==> config.mk <==
export PLATFORM = sky130hd
export DESIGN_NAME = hazard_ctrl_mc
export DESIGN_NICKNAME = d
export VERILOG_FILES = /design/src/rtl/hazard_pkg.sv /design/src/rtl/hazard_ctrl_mc_sat_counter.sv /design/src/rtl/hazard_ctrl_mc.sv
export SDC_FILE = /design/constraint.sdc
export NUM_CORES = 1
export LEC_CHECK = 0
export CAP_MARGIN = 5
export CORE_MARGIN = 10
export CORE_UTILIZATION = 48
export CTS_CLUSTER_SIZE = 20
export DETAILED_ROUTE_END_ITERATION = 12
export GPL_TIMING_DRIVEN = 0
export PLACE_DENSITY = 0.83
export SETUP_SLACK_MARGIN = 0.2
export SLEW_MARGIN = 20
export SYNTH_ARGS = -nofsm -noshare
export SYNTH_HDL_FRONTEND = slang
export SYNTH_SLANG_ARGS = --single-unit
export TNS_END_PERCENT = 50
==> constraint.sdc <==
create_clock -name clk -period 3 [get_ports clk]
set_input_delay 0.45 -clock clk [delete_from_list [all_inputs] [get_ports clk]]
set_output_delay 0.45 -clock clk [all_outputs]
set_load 0.05 [all_outputs]
==> src/rtl/hazard_pkg.sv <==
// Shared definitions for the pipeline hazard controller.
// Latency: n/a (constants and types only).
// Backpressure: n/a.
package hazard_pkg;

  // FSM state encoding; value 2'd3 is unused and recovers to HZ_IDLE.
  typedef enum logic [1:0] {
    HZ_IDLE    = 2'd0,
    HZ_LU_WAIT = 2'd1,
    HZ_MD_BUSY = 2'd2
  } hz_state_e;

  // Width of the internal bubble down-counter; covers LOAD_STALL-1 <= 6
  // and MD_LAT-2 <= 13.
  localparam int HZ_DCNT_W = 4;

  // Instruction word loaded into a flushed pipeline register (addi x0,x0,0).
  localparam logic [31:0] HZ_NOP_INSN = 32'h0000_0013;

endpackage

==> src/rtl/hazard_ctrl_mc_sat_counter.sv <==
// Saturating event counter: counts cycles with inc=1 and sticks at all-ones.
// Latency: count visible one cycle after the counted cycle.
// Backpressure: none; inc is sampled every cycle.
// Ports: clk, rst (async active-high), inc (count this cycle), cnt (value).
module sat_counter #(
  parameter int W = 16
) (
  input  logic         clk,
  input  logic         rst,
  input  logic         inc,
  output logic [W-1:0] cnt
);

  logic [W-1:0] cnt_q;
  logic [W-1:0] cnt_d;

  always_comb begin
    cnt_d = cnt_q;
    if (inc && (cnt_q != {W{1'b1}})) begin
      cnt_d = cnt_q + W'(1);
    end
  end

  always_ff @(posedge clk or posedge rst) begin
    if (rst) begin
      cnt_q <= '0;
    end else begin
      cnt_q <= cnt_d;
    end
  end

  assign cnt = cnt_q;

endmodule

==> src/rtl/hazard_ctrl_mc.sv <==
// Hazard controller for the 5-stage RV32 pipe: multi-cycle load-use and mul/div stalls, branch flush, perf counters.
// Latency: stall/flush outputs are combinational (0-cycle); state and counters registered.
// Backpressure: stalls hold PC/F_D/D_E; taken branches flush and override any stall.
// Ports: F_D_* (consumer operands), D_E_* (producer load/muldiv), E_M_branch_taken,
//        stall/flush controls to PC_reg/F_D_reg/D_E_reg/E_M_reg, hz_state, stall_cycles, flush_events.
module hazard_ctrl_mc
  import hazard_pkg::*;
#(
  parameter int REG_IDX_W  = 5,
  parameter int LOAD_STALL = 1,
  parameter int MD_LAT     = 4,
  parameter int CNT_W      = 16
) (
  input  logic                 clk,
  input  logic                 rst,
  input  logic [REG_IDX_W-1:0] F_D_rs1_index,
  input  logic [REG_IDX_W-1:0] F_D_rs2_index,
  input  logic                 F_D_rs1_used,
  input  logic                 F_D_rs2_used,
  input  logic                 D_E_mem_read,
  input  logic [REG_IDX_W-1:0] D_E_rd_index,
  input  logic                 D_E_is_muldiv,
  input  logic                 E_M_branch_taken,
  output logic                 PC_stall,
  output logic                 F_D_stall,
  output logic                 D_E_stall,
  output logic                 F_D_flush,
  output logic                 D_E_flush,
  output logic                 E_M_flush,
  output logic [1:0]           hz_state,
  output logic [CNT_W-1:0]     stall_cycles,
  output logic [CNT_W-1:0]     flush_events
);

  // Extra cycles spent in the wait states after the detecting IDLE cycle.
  localparam logic [HZ_DCNT_W-1:0] LU_RELOAD = HZ_DCNT_W'(LOAD_STALL - 1);
  localparam logic [HZ_DCNT_W-1:0] MD_RELOAD = HZ_DCNT_W'((MD_LAT > 2) ? (MD_LAT - 2) : 0);

  hz_state_e             state_q, state_d;
  logic [HZ_DCNT_W-1:0]  cnt_q, cnt_d;
  logic                  lu_hit;
  logic                  pc_stall_c, fd_stall_c, de_stall_c;
  logic                  fd_flush_c, de_flush_c, em_flush_c;

  // x0 never produces a hazard, and only operands actually read count.
  assign lu_hit = D_E_mem_read && (D_E_rd_index != '0) &&
                  ((F_D_rs1_used && (F_D_rs1_index == D_E_rd_index)) ||
                   (F_D_rs2_used && (F_D_rs2_index == D_E_rd_index)));

  always_comb begin
    state_d    = state_q;
    cnt_d      = cnt_q;
    pc_stall_c = 1'b0;
    fd_stall_c = 1'b0;
    de_stall_c = 1'b0;
    fd_flush_c = 1'b0;
    de_flush_c = 1'b0;
    em_flush_c = 1'b0;

    case (state_q)
      HZ_IDLE: begin
        if (E_M_branch_taken) begin
          fd_flush_c = 1'b1;
          de_flush_c = 1'b1;
          em_flush_c = 1'b1;
        end else if (D_E_is_muldiv && (MD_LAT > 1)) begin
          // Hold the mul/div in E by freezing everything upstream and
          // bubbling E_M behind it.
          pc_stall_c = 1'b1;
          fd_stall_c = 1'b1;
          de_stall_c = 1'b1;
          em_flush_c = 1'b1;
          if (MD_LAT > 2) begin
            state_d = HZ_MD_BUSY;
            cnt_d   = MD_RELOAD;
          end
        end else if (lu_hit) begin
          pc_stall_c = 1'b1;
          fd_stall_c = 1'b1;
          de_flush_c = 1'b1;
          if (LOAD_STALL > 1) begin
            state_d = HZ_LU_WAIT;
            cnt_d   = LU_RELOAD;
          end
        end
      end

      HZ_LU_WAIT: begin
        if (E_M_branch_taken) begin
          // The waiting consumer is on the wrong path; abandon the wait.
          fd_flush_c = 1'b1;
          de_flush_c = 1'b1;
          em_flush_c = 1'b1;
          state_d    = HZ_IDLE;
          cnt_d      = '0;
        end else begin
          pc_stall_c = 1'b1;
          fd_stall_c = 1'b1;
          de_flush_c = 1'b1;
          if (cnt_q <= HZ_DCNT_W'(1)) begin
            state_d = HZ_IDLE;
            cnt_d   = '0;
          end else begin
            cnt_d = cnt_q - HZ_DCNT_W'(1);
          end
        end
      end

      HZ_MD_BUSY: begin
        if (E_M_branch_taken) begin
          fd_flush_c = 1'b1;
          de_flush_c = 1'b1;
          em_flush_c = 1'b1;
          state_d    = HZ_IDLE;
          cnt_d      = '0;
        end else if (cnt_q != '0) begin
          pc_stall_c = 1'b1;
          fd_stall_c = 1'b1;
          de_stall_c = 1'b1;
          em_flush_c = 1'b1;
          cnt_d      = cnt_q - HZ_DCNT_W'(1);
        end else begin
          // Result leaves E this cycle; release the pipe.
          state_d = HZ_IDLE;
        end
      end

      default: begin
        state_d = HZ_IDLE;
        cnt_d   = '0;
      end
    endcase
  end

  always_ff @(posedge clk or posedge rst) begin
    if (rst) begin
      state_q <= HZ_IDLE;
      cnt_q   <= '0;
    end else begin
      state_q <= state_d;
      cnt_q   <= cnt_d;
    end
  end

  // While in reset the pipe is filled with NOPs and nothing is held.
  always_comb begin
    PC_stall  = rst ? 1'b0 : pc_stall_c;
    F_D_stall = rst ? 1'b0 : fd_stall_c;
    D_E_stall = rst ? 1'b0 : de_stall_c;
    F_D_flush = rst ? 1'b1 : fd_flush_c;
    D_E_flush = rst ? 1'b1 : de_flush_c;
    E_M_flush = rst ? 1'b1 : em_flush_c;
  end

  assign hz_state = state_q;

  sat_counter #(.W(CNT_W)) u_stall_cnt (
    .clk (clk),
    .rst (rst),
    .inc (PC_stall),
    .cnt (stall_cycles)
  );

  sat_counter #(.W(CNT_W)) u_flush_cnt (
    .clk (clk),
    .rst (rst),
    .inc (E_M_branch_taken),
    .cnt (flush_events)
  );

endmodule

==> key figures <==
Clock network
  – Clk buf depth: 2
  – CTS tree: done
  – Clock Latency Late Sink: 0.28 ns
  – Root buf cell: clkbuf_8
  – # H-tree levels: 2
  – Sink Count: 37
  – CTS Buf Count: 5
  – Clk slew on worst S/H paths: 0.07 ns

Logic synthesis
  – Syn_nets: approximately 240
  – FF+latch count, synth: 37
  – Synth Cell Area: 2180 um^2
  – Synthesized area per cell: 10.1 um^2
  – Synth cell types: 40
  – Async S/R FF share, synth: 100%
  – Seq/Total Area, Yosys: 42.5%
  – Yosys warnings: 0
  – Number of synthesized flops with an enable pin: 0
  – Cells after synthesis: 216
  – Ys flop type: dfrtp_1

STA
  – Worst Tran Pin Value: ~0.9 ns
  – Setup TNS: 0 ns
  – Final slew viol count: 0
  – Final Cycle Share: 94.9%
  – # setup viols final: 0
  – Final Hold Slack: 0.493 ns
  – Fmax achieved: roughly 0.35 GHz
  – Final Hold Viols: 0
  – Final Skew: around 0.0017 ns
  – Max-Slew Margin vs Limit: 39.8%
  – Unrepaired setup endpoints after global routing: yes
  – Minimum clock period: 2.85 ns

Pwr
  – Pwr per Cell Area: 658 nW/um^2
  – Leakage: 1.30 nW
  – Worst IR drop on VDD: approximately 0.39 mV

Placement
  – GPL Wtd Cong: 0.771
  – PortBufs: 60
  – HPWL after DPL: 3900 um
  – DP Area: 2850 um^2

Detailed routing
  – Total Wirelength: 5220 um
  – DR vias: roughly 1900
  – DRC violations left: 0
  – Iteration-0 DRC Markers: 140
  – Drt pass-1 iters: 4
  – Via density: 5.53
  – WL/cell: 15.4 um
  – Final ANT Viol Nets: 0

Global route
  – Grt ovf: 0
  – Pin count of the biggest net entering global routing: 21
  – First-pass GRT wire length: 8670 um
  – GRT Total Usage: between 10 and 15%
  – Initial antenna violation count: 0
  – Number of global-route vias before repair: 1867

Final layout
  – Fill count: 344
  – Final nets: 312
  – N_diodes: 0
  – Share of layout cells above drive strength 1: between 10% and 20%
  – Design area: 2960 um^2
  – Area Growth Syn to Fin: 35.8%

Status
  – Outcome: complete, no violations

Flow run
  – Max-cap check violation count: 0

Critical path
  – Cell Chain, Critical Path: clkdlybuf4s50_1, xnor2_1, nand4_1, o221a_4, buf_6, nor2_2, buf_4, clkdlybuf4s15_2
  – CP Data Required Time: between 2 and 3 ns
  – Crit path DAT: 2.40 ns
  – CP endpoint kind: primary output
  – Flop-to-flop setup slack: 0.95 ns
  – Max stage delay on crit path: 0.55 ns
  – Family with the most delay on the worst path: buffers and inverters
  – CP Class: primary input to primary output
  – Crit path buf inv count: 4
  – CP max FO: 10
  – Startpoint types: primary input
  – Crit-path slowest cell: clkdlybuf4s50_1

Die
  – Die width: 87.4 um
  – Core region area: 4380 um^2
  – Die area: ~7600 um^2
  – Rows: 24
  – Die Ht: 87.4 um
  – Initial Utilization: 49.7%
  – IO Count: 62

Worst hold path
  – Worst min path class: flip-flop to flip-flop
-- area by class of cell --
cell class	instances	area, um^2	share of cell area [%]
sequential	37	926	31.3
timing repair inverter	2	10.0	0.338
tap	52	65.1	2.20
buffer	6	52.6	1.78
multi-input combinational	164	1180	39.8
clock buffer	8	80.1	2.71
timing repair buffer	61	611	20.6
inverter	9	37.5	1.27
-- logic make-up after synthesis --
family          after synthesis  share of synthesized area (%)
fa+ha+maj                     4                           2.30
xor+xnor                     39                           15.7
buf+inv                      15                           3.85
simple gates                102                           27.6
mux                           3                           1.61
compound gates               15                           6.32
other cells                   1                          0.172
flops                        37                           42.5
-- cells in the final DEF, fill, tap and decap left out, types with 2 or more instances in the layout --
cell type / synthesis / layout
a21oi_1: 2 / 2
a22o_1: 2 / 2
buf_4: 3 / 4
buf_6: 2 / 2
clkbuf_1: 0 / 3
clkbuf_8: 0 / 5
clkdlybuf4s50_1: 0 / 54
clkinvlp_2: 0 / 2
dfrtp_1: 37 / 37
dlymetal6s2s_1: 0 / 3
ha_1: 4 / 4
inv_1: 9 / 8
mux2i_1: 2 / 2
nand2_1: 24 / 24
nand3_1: 11 / 11
nand4_1: 13 / 13
nor2_1: 19 / 18
nor3_1: 9 / 9
nor4_1: 4 / 4
nor4_2: 2 / 2
nor4_4: 3 / 3
nor4b_1: 2 / 2
o21ai_0: 3 / 3
or3_1: 3 / 3
or4_1: 5 / 5
xnor2_1: 21 / 21
xor2_1: 18 / 18
-- metrics by stage --
stage	std cells	total power [mW]	util, %	setup WS (ns)
final	339	1.95	67.5	0.154
after global routing	339	2.07	67.5	0.0568
after CTS	339	1.96	67.3	0.0932
after detailed placement	328	1.62	65.0	-1.06
after global placement	328	1.60	65.0	-1.05
after floorplan	216	1.33	-	0.237
-- worst reg2reg max path: cells and delay by family, from the launching register on --
kind                       cells  cell delay (ns)
and+or+nand+nor                3             0.76
DFF                            1             0.42
muxes                          1             0.29
adders and majority gates      1             0.23
buffers and inverters          1             0.23
-- synth_stat cells (all sizes together), types with 2 or more instances --
master  number  share of area, %
inv          9               1.6
buf          6               2.3
o21ai        3              0.69
dfrtp       37                43
nor2        19               3.3
nand3       11               2.5
a21oi        2              0.46
or3          3              0.86
xor2        18               7.2
nor3        10               2.5
a22o         2              0.80
nand2       24               4.1
ha           4               2.3
nand4       15               5.3
mux2i        2              0.92
xnor2       21               8.4
or4          5               1.7
nor4b        2              0.80
nor4         9               5.2
-- path summary, 6_finish.rpt --
check | end | start | cells after the start
setup / recovery | PC_stall | D_E_rd_index[0] | 8
hold / removal | u_flush_cnt.cnt[7]$_DFFE_PP0P_ | u_flush_cnt.cnt[7]$_DFFE_PP0P_ | 1
setup reg to reg | u_stall_cnt.cnt[1]$_DFFE_PP0P_ | u_stall_cnt.cnt[0]$_DFFE_PP0P_ | 6
hold reg to reg | u_flush_cnt.cnt[7]$_DFFE_PP0P_ | u_flush_cnt.cnt[7]$_DFFE_PP0P_ | 1
max in group asynchronous | u_flush_cnt.cnt[2]$_DFFE_PP0P_ | rst | 2
min in group asynchronous | u_stall_cnt.cnt[5]$_DFFE_PP0P_ | rst | 2
-- sequential cells by signal (all words and copies together) (netlist names) --
signal and cells:
u_flush_cnt.cnt 16, u_stall_cnt.cnt 16, cnt_q 4, hz_state 1
-- what timing repair did --
action	in CTS	in global routing
pin swaps	1	0
hold buffers	0	0
cloned	2	0
resized for setup	7	7
endpoints found under the setup margin	6	5
buffers inserted	1	0
-- power breakdown --
group	total [mW]	switching (mW)	leakage [nW]	internal, mW
sequential	0.740	0.143	0.478	0.596
combinational	0.873	0.538	0.780	0.335
clock	0.333	0.168	0.0395	0.165
-- metal layers --
layer / wire [um] / GRT usage, % / share of wire, % / up-vias
met5: 0 / 0 / 0 / -
met4: 84 / 6.38 / 1.6 / 0
met3: 530 / 7.02 / 10 / 6
met2: 2550 / 22.2 / 49 / 60
met1: 2050 / 15.8 / 39 / 901
li1: - / - / - / 907
Power figures use the tool's default switching activity.
